--- config.mk ---
export PLATFORM = sky130hd
export DESIGN_NAME = memory_access
export DESIGN_NICKNAME = d
export VERILOG_FILES = /design/src/rtl/memory_access_pkg.sv /design/src/rtl/memory_access_load_align.sv /design/src/rtl/memory_access.sv
export SDC_FILE = /design/constraint.sdc
export NUM_CORES = 1
export LEC_CHECK = 0
export CAP_MARGIN = 30
export CORE_MARGIN = 2
export CORE_UTILIZATION = 35
export CTS_CLUSTER_DIAMETER = 150
export DETAILED_ROUTE_END_ITERATION = 8
export PLACE_DENSITY_LB_ADDON = 0.15
export SYNTH_ARGS = -nofsm -noshare
export SYNTH_HDL_FRONTEND = slang
export SYNTH_HIERARCHICAL = 1
export SYNTH_SLANG_ARGS = --single-unit
--- constraint.sdc ---
create_clock -name clk -period 11.5 [get_ports clk]
set_input_delay 2.3 -clock clk [delete_from_list [all_inputs] [get_ports clk]]
set_output_delay 2.3 -clock clk [all_outputs]
set_load 0.01 [all_outputs]
--- src/rtl/memory_access_pkg.sv ---
// Shared types and helpers for the V850 MEM stage: opcode enum, FSM states,
// byte-enable / store-lane / alignment helpers.
package memory_access_pkg;

    localparam int DATA_W = 32;
    localparam int REG_W  = 5;

    typedef enum logic [3:0] {
        OP_NONE  = 4'd0,
        OP_LD_B  = 4'd1,
        OP_LD_BU = 4'd2,
        OP_LD_H  = 4'd3,
        OP_LD_HU = 4'd4,
        OP_LD_W  = 4'd5,
        OP_ST_B  = 4'd6,
        OP_ST_H  = 4'd7,
        OP_ST_W  = 4'd8
    } mem_op_t;

    typedef enum logic {
        ST_IDLE   = 1'b0,
        ST_ACCESS = 1'b1
    } state_t;

    function automatic logic is_load(input mem_op_t op);
        return (op == OP_LD_B) || (op == OP_LD_BU) || (op == OP_LD_H) ||
               (op == OP_LD_HU) || (op == OP_LD_W);
    endfunction

    function automatic logic is_store(input mem_op_t op);
        return (op == OP_ST_B) || (op == OP_ST_H) || (op == OP_ST_W);
    endfunction

    function automatic logic is_byte(input mem_op_t op);
        return (op == OP_LD_B) || (op == OP_LD_BU) || (op == OP_ST_B);
    endfunction

    function automatic logic is_half(input mem_op_t op);
        return (op == OP_LD_H) || (op == OP_LD_HU) || (op == OP_ST_H);
    endfunction

    // Halfwords ignore a[0] and words ignore a[1:0] unless the trap is enabled.
    function automatic logic [3:0] byte_enable(input mem_op_t op, input logic [1:0] a);
        if (is_byte(op))
            return 4'b0001 << a;
        else if (is_half(op))
            return 4'b0011 << {a[1], 1'b0};
        else
            return 4'hF;
    endfunction

    function automatic logic [DATA_W-1:0] store_lanes(input mem_op_t op,
                                                     input logic [DATA_W-1:0] d);
        if (is_byte(op))
            return {4{d[7:0]}};
        else if (is_half(op))
            return {2{d[15:0]}};
        else
            return d;
    endfunction

    function automatic logic misaligned(input mem_op_t op, input logic [1:0] a);
        if (is_half(op))
            return a[0];
        else if (op == OP_LD_W || op == OP_ST_W)
            return |a;
        else
            return 1'b0;
    endfunction

endpackage

--- src/rtl/memory_access_load_align.sv ---
// Combinational load-data alignment: picks the addressed byte/halfword lane
// out of the bus word and sign- or zero-extends it according to the opcode.
module memory_access_load_align
    import memory_access_pkg::*;
(
    input  logic [DATA_W-1:0] rdata,
    input  logic [1:0]        addr,
    input  logic [3:0]        op,
    output logic [DATA_W-1:0] value
);

    logic [7:0]  lane_bytes [4];
    logic [7:0]  sel_byte;
    logic [15:0] sel_half;

    generate
        for (genvar gi = 0; gi < 4; gi++) begin : g_lane
            assign lane_bytes[gi] = rdata[8*gi +: 8];
        end
    endgenerate

    assign sel_byte = lane_bytes[addr];
    assign sel_half = addr[1] ? rdata[31:16] : rdata[15:0];

    always_comb begin
        value = rdata;
        case (mem_op_t'(op))
            OP_LD_B:  value = {{24{sel_byte[7]}}, sel_byte};
            OP_LD_BU: value = {24'h0, sel_byte};
            OP_LD_H:  value = {{16{sel_half[15]}}, sel_half};
            OP_LD_HU: value = {16'h0, sel_half};
            default:  value = rdata;
        endcase
    end

endmodule

--- src/rtl/memory_access.sv ---
// V850 MEM stage: issues the data-memory req/ack transaction, aligns load data
// and registers the writeback packet. Optional macro: MEM_MISALIGN_TRAP_EN.
module memory_access
    import memory_access_pkg::*;
#(
    parameter int ACK_TIMEOUT = 16
) (
    input  logic        clk,
    input  logic        rst,
    input  logic        valid_i,
    input  logic [3:0]  op_i,
    input  logic [31:0] memory_address_i,
    input  logic [31:0] store_data_i,
    input  logic [31:0] result_i,
    input  logic [31:0] result2_i,
    input  logic [4:0]  destination_i,
    input  logic [4:0]  destination2_i,
    output logic        stall_o,
    output logic        mem_req_o,
    output logic        mem_we_o,
    output logic [31:0] mem_addr_o,
    output logic [3:0]  mem_be_o,
    output logic [31:0] mem_wdata_o,
    input  logic [31:0] mem_rdata_i,
    input  logic        mem_ack_i,
    output logic        wb_valid_o,
    output logic [31:0] wb_data_o,
    output logic [31:0] wb_data2_o,
    output logic [4:0]  wb_dest_o,
    output logic [4:0]  wb_dest2_o,
    output logic        bus_err_o
);

    localparam int CNT_W = (ACK_TIMEOUT > 2) ? $clog2(ACK_TIMEOUT) : 1;
    localparam logic [CNT_W-1:0] CNT_LAST = CNT_W'(ACK_TIMEOUT - 1);

    state_t             state_reg;
    mem_op_t            op_reg;
    logic [1:0]         addr_lo_reg;
    logic [REG_W-1:0]   dest_reg;
    logic [CNT_W-1:0]   timeout_cnt_reg;
    logic [DATA_W-1:0]  load_value;
    mem_op_t            in_op;
    logic               in_is_mem;

    assign in_op     = mem_op_t'(op_i);
    assign in_is_mem = is_load(in_op) || is_store(in_op);
    assign stall_o   = (state_reg == ST_ACCESS);

    memory_access_load_align u_load_align (
        .rdata (mem_rdata_i),
        .addr  (addr_lo_reg),
        .op    (op_reg),
        .value (load_value)
    );

    always_ff @(posedge clk or posedge rst) begin
        if (rst) begin
            state_reg       <= ST_IDLE;
            op_reg          <= OP_NONE;
            addr_lo_reg     <= 2'b00;
            dest_reg        <= '0;
            timeout_cnt_reg <= '0;
            mem_req_o       <= 1'b0;
            mem_we_o        <= 1'b0;
            mem_addr_o      <= '0;
            mem_be_o        <= '0;
            mem_wdata_o     <= '0;
            wb_valid_o      <= 1'b0;
            wb_data_o       <= '0;
            wb_data2_o      <= '0;
            wb_dest_o       <= '0;
            wb_dest2_o      <= '0;
            bus_err_o       <= 1'b0;
        end else begin
            wb_valid_o <= 1'b0;
            bus_err_o  <= 1'b0;
            case (state_reg)
                ST_IDLE: begin
                    if (valid_i) begin
                        if (!in_is_mem) begin
                            wb_valid_o <= 1'b1;
                            wb_data_o  <= result_i;
                            wb_data2_o <= result2_i;
                            wb_dest_o  <= destination_i;
                            wb_dest2_o <= destination2_i;
                        end else begin
`ifdef MEM_MISALIGN_TRAP_EN
                            if (misaligned(in_op, memory_address_i[1:0])) begin
                                bus_err_o <= 1'b1;
                            end else
`endif
                            begin
                                state_reg       <= ST_ACCESS;
                                mem_req_o       <= 1'b1;
                                mem_we_o        <= is_store(in_op);
                                mem_addr_o      <= {memory_address_i[31:2], 2'b00};
                                mem_be_o        <= byte_enable(in_op, memory_address_i[1:0]);
                                mem_wdata_o     <= store_lanes(in_op, store_data_i);
                                op_reg          <= in_op;
                                addr_lo_reg     <= memory_address_i[1:0];
                                dest_reg        <= destination_i;
                                timeout_cnt_reg <= '0;
                            end
                        end
                    end
                end
                ST_ACCESS: begin
                    // Ack on the final timeout cycle still completes normally.
                    if (mem_ack_i) begin
                        state_reg       <= ST_IDLE;
                        mem_req_o       <= 1'b0;
                        timeout_cnt_reg <= '0;
                        wb_valid_o      <= 1'b1;
                        wb_data2_o      <= '0;
                        wb_dest2_o      <= '0;
                        if (is_load(op_reg)) begin
                            wb_data_o <= load_value;
                            wb_dest_o <= dest_reg;
                        end else begin
                            wb_data_o <= '0;
                            wb_dest_o <= '0;
                        end
                    end else if (timeout_cnt_reg == CNT_LAST) begin
                        state_reg       <= ST_IDLE;
                        mem_req_o       <= 1'b0;
                        timeout_cnt_reg <= '0;
                        bus_err_o       <= 1'b1;
                    end else begin
                        timeout_cnt_reg <= timeout_cnt_reg + 1'b1;
                    end
                end
                default: state_reg <= ST_IDLE;
            endcase
        end
    end

endmodule

==> results of run 1 <==
-- area by class of cell --
class / count / area (sq um) / share of cell area [%]
well taps: 285 / 357 / 2.95
inverters: 12 / 50.0 / 0.414
clock buffers: 20 / 457 / 3.77
clock inverters: 12 / 144 / 1.19
multi-input cells: 595 / 3700 / 30.6
repair buffers: 336 / 3380 / 28.0
flip-flops and latches: 160 / 4010 / 33.1
-- through the flow --
step           hold slack (ns)  cell area, sq um  setup slack [ns]
2_1_floorplan            0.472              8100              4.88
3_3_place_gp             0.466             11400              5.63
3_5_place_dp             0.474             11500              6.05
4_1_cts                  0.491             12100              6.50
5_1_grt                  0.497             12100              6.38
6_report                 0.486             12100              6.50
-- Yosys cell counts, types with 8 or more instances --
master,n,area share [%]
nand3_1,46,2.8
buf_2,25,1.5
nor4_1,32,2.5
mux2_2,30,4.2
nand2_1,107,5.0
a21o_1,18,1.7
nor3_1,66,4.1
mux2_1,22,3.1
mux2i_1,34,4.2
a221o_1,8,0.99
a21oi_1,56,3.5
buf_4,8,0.74
o22ai_1,8,0.62
nor2_1,68,3.2
buf_6,9,1.3
clkbuf_1,28,1.3
inv_1,12,0.56
a31oi_1,15,1.2
a221oi_1,8,0.87
o21ai_0,16,0.99
nand2b_1,10,0.77
dfrtp_1,160,49
-- kinds of logic after synthesis --
| kind of cell | count (synthesis) | synth area share (%) |
|---|---|---|
| simple gates | 351 | 20.4 |
| flops | 160 | 49.4 |
| compound gates | 151 | 12.2 |
| mux | 88 | 12.0 |
| buf+inv | 85 | 5.53 |
| xor+xnor | 2 | 0.216 |
| fa+ha+maj | 1 | 0.154 |
| other cells | 1 | 0.0463 |
-- layer usage --
layer | wire length (um) | up-vias | track usage (%) | share of wire (%)
li1 | - | 3560 | - | -
met1 | 11100 | 3483 | 27.4 | 44
met2 | 11800 | 239 | 32.5 | 47
met3 | 1730 | 36 | 5.25 | 6.8
met4 | 600 | 0 | 7.38 | 2.4
met5 | 0 | - | 0 | 0
-- power by group --
part | total, mW | leakage [nW] | internal, mW | switching [mW]
clock | 0.581 | 0.296 | 0.321 | 0.260
combinational | 0.809 | 2.94 | 0.443 | 0.365
sequential | 0.808 | 1.94 | 0.706 | 0.102
-- path summary, 6_finish.rpt --
path                                      from        endpoint  cells after the start
min in group asynchronous                  rst  mem_addr_o[26]                      2
worst max register to register         stall_o  mem_addr_o[25]                      6
max in group asynchronous                  rst    wb_data_o[2]                      4
worst min register to register  mem_addr_o[14]  mem_addr_o[14]                      1
worst max-delay path                   op_i[3]  mem_addr_o[25]                      6
worst min-delay path            mem_addr_o[14]  mem_addr_o[14]                      1
-- worst max-delay path, cell delays in order --
cell and delay (ns):
clkdlybuf4s50_1 0.83, or3b_1 0.66, mux2i_4 0.25, buf_12 0.22, buf_4 0.56, mux2_2 0.41
==> flow_metrics.py, run 1 <==
metrics = {
    "clock_tree": {
        "clk_path_buf_depth": 2,
        "clock_latency_ns": 0.43,
        "cts_tree": "done",
        "ctsResizeCount": 0,
        "postCtsSetupRepairBufs": 0,
        "cts_sinks": 160,
        "numCtsBuffers": 17,
        "cts_htree_levels": 4,
        "root_buffer": "clkbuf_16",
        "clk_pin_slew_ns": 0.07,
        "hold_buffers": 0,
    },
    "placed_design": {
        "dpl.hpwl_um": 17300,
        "dpl.cell_count": 1387,
        "portBuffers": 322,
        "gp_congestion": 0.773,
    },
    "timing": {
        "hold_viol": 0,
        "slew_viol_final": 0,
        "finalCritPeriodShare_pct": 43.5,
        "setup_viol": 0,
        "fin_setup_tns_ns": 0,
        "fin_worst_skew_ns": 0.00993,
        "min_period_ns": 5.00,
        "grt_setup_unrepaired": "no",
        "relSlewSlack_pct": 32.7,
        "max_freq_mhz": 200,
        "tightest_slew_ns": 1.01,
    },
    "routing": {
        "drt_wl_total_um": 25200,
        "via_count": 7318,
        "drt-initial-drc-count": 377,
        "drt-pass1-iter-count": 4,
        "wire_per_inst_um": 17.8,
        "drcViolationCount": 0,
        "via_per_inst": 5.15,
        "ant_nets": 0,
    },
    "floorplan": {
        "start_util_pct": 35.7,
        "io_pins": 325,
        "die_y_um": 156,
        "die_area_sq_mm": 0.0244,
        "chipWidth_um": 156,
        "num_rows": 55,
        "core_sq_mm": 0.0227,
    },
    "synthesis": {
        "synth_area_per_cell_sq_um": 9.65,
        "async_reset_ff_share_pct": 100,
        "ys_warn_count": 6,
        "synthCells": 839,
        "synth_cell_types": 56,
        "ys_seq_area_share_pct": 49.4,
        "syn-cell-area_sq_mm": 0.00810,
        "synth_seq_cells": 160,
        "synth_enable_flop_cells": 0,
        "synth_flop_cell": "dfrtp_1",
    },
    "worst_setup_path": {
        "cp-start-kind": "input pin",
        "cp.arrival_ns": 5.31,
        "worstSetupPathType": "input pin to register",
        "cp_max_fo": 65,
        "worst_ep_required_time_ns": 11.81,
        "endpoint_kind": "register",
        "ff2ff_setup_slack_ns": 8.61,
    },
    "power_and_ir_drop": {
        "power_density_mw_per_mm2": 182,
        "finalPower_mw": 2.20,
        "p_leak_nw": 5.18,
        "ir_worst_vdd_uv": 99.1,
    },
    "global_routing": {
        "antenna_found_initial": 0,
        "grt_pass1_vias": 7157,
        "globalRouteTotalUtil_pct": 20.6,
        "grt_max_degree": 99,
        "gr-total-overflow": 0,
        "grt_pass1_wl_um": 39400,
    },
    "final_layout": {
        "final_cells": 1420,
        "num_antenna_cells": 0,
        "utilization_pct": 53.3,
        "drive_above_1_share_pct": 8.28,
        "top_regs": "mem_wdata_o: 32 flops, wb_data2_o: 32 flops, wb_data_o: 32 flops",
        "area_growth_pct": 49.4,
        "nNetsFinal": 1301,
        "final_cell_mix": "clkdlybuf4s50_1, dfrtp_1, nand2_1, nor2_1, nor3_1",
        "final.fill_count": 2040,
        "final_common_cell": "clkdlybuf4s50_1",
    },
    "outcome": {
        "outcome": "complete, no violations",
    },
    "run": {
        "maxCapViolCount": 0,
    },
    "worst_hold_path": {
        "hp-class": "register to register",
    },
}
Power figures use the tool's default switching activity.
==> run 2: changes to the inputs <==
==> constraint.sdc (replaced) <==
create_clock -name clk -period 4.2 [get_ports clk]
set_input_delay 0.84 -clock clk [delete_from_list [all_inputs] [get_ports clk]]
set_output_delay 0.84 -clock clk [all_outputs]
set_load 0.01 [all_outputs]
==> run 2 against run 1 <==
  * Utilization up 0.083 points
  * Non-clock buffer count is 2 higher
  * Clock-buffer cell count down 2
  * Global-route usage up 0.40 points
  * Critical path type unchanged
  * Highest routed layer unchanged
  * First-iteration DRC count grew 11%
  * Largest cell class unchanged
  * Design area up 0.15%
  * Worst setup slack got worse by 5.3 ns
  * Combinational power grew to 2.7 times the previous value
==> flow_metrics.py, run 2 (same netlist as run 1, synthesis figures left out) <==
metrics = {
    "outcome": {
        "outcome": "complete, no violations",
    },
    "worst_setup_path": {
        "worstPathCellList": "clkdlybuf4s50_1 > o31ai_1 > nand4b_1 > nor2_1 > a21oi_1",
        "r2r-start": "op_reg[1]",
        "cp.arrival_ns": 3.32,
        "crit_cells": 5,
        "reg2reg_depth": 5,
        "startpoint": "op_i[2]",
        "cp_max_fo": 14,
        "worstPathBufferInverterCount": 1,
        "crit_slowest_cell": "clkdlybuf4s50_1",
        "cpPeakStageDelay_ns": 0.71,
        "worstSetupPathType": "input pin to register",
        "worst_ep_required_time_ns": 4.49,
        "cp-start-kind": "input pin",
        "path_delay_family": "simple AND/OR/NAND/NOR gates",
        "endpoint_kind": "register",
    },
    "timing": {
        "hold_viol": 0,
        "setup_viol": 0,
        "tightest_slew_ns": 1.05,
        "relSlewSlack_pct": 30.0,
        "grt_setup_unrepaired": "no",
        "fin_worst_skew_ns": 0.0144,
        "min_period_ns": 3.03,
        "setup_ws_ns": 1.17,
        "finalCritPeriodShare_pct": 72.1,
        "hold_ws_ns": 0.483,
        "fin_setup_tns_ns": 0,
        "max_freq_mhz": 330,
        "slew_viol_final": 0,
    },
    "final_layout": {
        "nNetsFinal": 1303,
        "area_growth_pct": 49.6,
        "final_common_cell": "clkdlybuf4s50_1",
        "num_antenna_cells": 0,
        "drive_above_1_share_pct": 8.45,
        "final_cell_mix": "clkdlybuf4s50_1, dfrtp_1, nand2_1, nor2_1, nor3_1",
        "top_regs": "mem_wdata_o: 32 flops, wb_data2_o: 32 flops, wb_data_o: 32 flops",
        "final_area_sq_mm": 0.0121,
    },
    "floorplan": {
        "io_pins": 325,
        "die_area_sq_mm": 0.0244,
        "core_sq_mm": 0.0227,
        "num_rows": 55,
        "chipWidth_um": 156,
        "start_util_pct": 35.7,
        "die_y_um": 156,
    },
    "power_and_ir_drop": {
        "p_leak_nw": 5.17,
        "power_density_mw_per_mm2": 496,
        "p_clk_share_pct": 26.1,
        "ir_worst_vdd_uv": 275,
        "pwr-share-comb_pct": 36.9,
        "p_int_mw": 4.01,
        "switchingPower_mw": 2.00,
        "swShare_pct": 33.3,
        "finalPower_mw": 6.01,
        "seqPwrFrac_pct": 37.1,
    },
    "worst_hold_path": {
        "hold_path_depth": 1,
        "hp-start": "mem_addr_o[4]",
        "hp-class": "register to register",
    },
    "global_routing": {
        "grt_pass1_wl_um": 40100,
        "use_met2_pct": 32.9,
        "grt_pass1_vias": 7186,
        "gr-usage-met1_pct": 28.2,
        "grt_max_degree": 103,
        "globalRouteTotalUtil_pct": 21.0,
        "grt_util_met3_pct": 6.44,
        "gr-total-overflow": 0,
        "grt_busiest_layer": "met2",
        "antenna_found_initial": 0,
    },
    "placed_design": {
        "place_ws_ns": 0.738,
        "gp_congestion": 0.821,
        "portBuffers": 322,
        "dpl.hpwl_um": 17800,
        "postPlaceCellArea_sq_mm": 0.0115,
    },
    "routing": {
        "via_count": 7317,
        "via_per_inst": 5.15,
        "drt-pass1-iter-count": 5,
        "wire_per_inst_um": 18.0,
        "drt-initial-drc-count": 419,
        "drcViolationCount": 0,
        "ant_nets": 0,
        "drt_wl_total_um": 25600,
    },
    "clock_tree": {
        "ctsResizeCount": 0,
        "cts_htree_levels": 4,
        "clock_latency_ns": 0.43,
        "cts_sinks": 160,
        "numCtsBuffers": 17,
        "clk_path_buf_depth": 2,
        "hold_buffers": 0,
        "root_buffer": "clkbuf_16",
        "clk_pin_slew_ns": 0.07,
        "cts_tree": "done",
        "postCtsSetupRepairBufs": 0,
    },
    "run": {
        "maxCapViolCount": 0,
    },
}
run 2: layer usage:
layer  vias up  part of all wire [%]
met1      3463                    44
met5         -                     0
met2       269                    46
li1       3553                     -
met3        32                   7.5
met4         0                   1.9
run 2: path summary, 6_finish.rpt:
path | endpoint | slack (ns)
setup reg to reg | wb_data_o[8] | 1.69
setup / recovery | mem_be_o[2] | 1.17
hold / removal | mem_addr_o[4] | 0.48
hold reg to reg | mem_addr_o[4] | 0.48
min in group asynchronous | wb_dest_o[4] | 0.94
max in group asynchronous | dest_reg[3] | 2.42
run 2: power by group through the flow:
stage / registers (mW) / logic (mW) / clock network [mW]
5_1_grt: 2.28 / 2.40 / 1.68
4_1_cts: 2.23 / 2.23 / 1.61
6_report: 2.23 / 2.21 / 1.57
3_5_place_dp: 2.25 / 2.22 / 0
2_1_floorplan: 2.36 / 0.933 / 0
3_3_place_gp: 2.24 / 2.21 / 0
run 2: cell type report:
class | instances | area, sq um
Fill cell | 2079 | 10600
Clock inverter | 13 | 148
Clock buffer | 18 | 439
Tap cell | 285 | 357
Multi-Input combinational cell | 595 | 3700
Sequential cell | 160 | 4010
Timing Repair Buffer | 338 | 3420
Inverter | 12 | 48.8
run 2: worst reg2reg max path: stages (launching register included):
cell	delay [ns]
dfrtp_1	0.57
o21a_1	0.28
or3_1	0.73
a221o_1	0.55
a21oi_1	0.19
nor4_1	0.08
run 2: through the flow:
step / utilization (%) / instances
after detailed placement: 50.8 / 1390
after floorplan: - / 840
final: 53.4 / 1421
after CTS: 53.4 / 1421
after global routing: 53.4 / 1421
after global placement: 50.7 / 1389
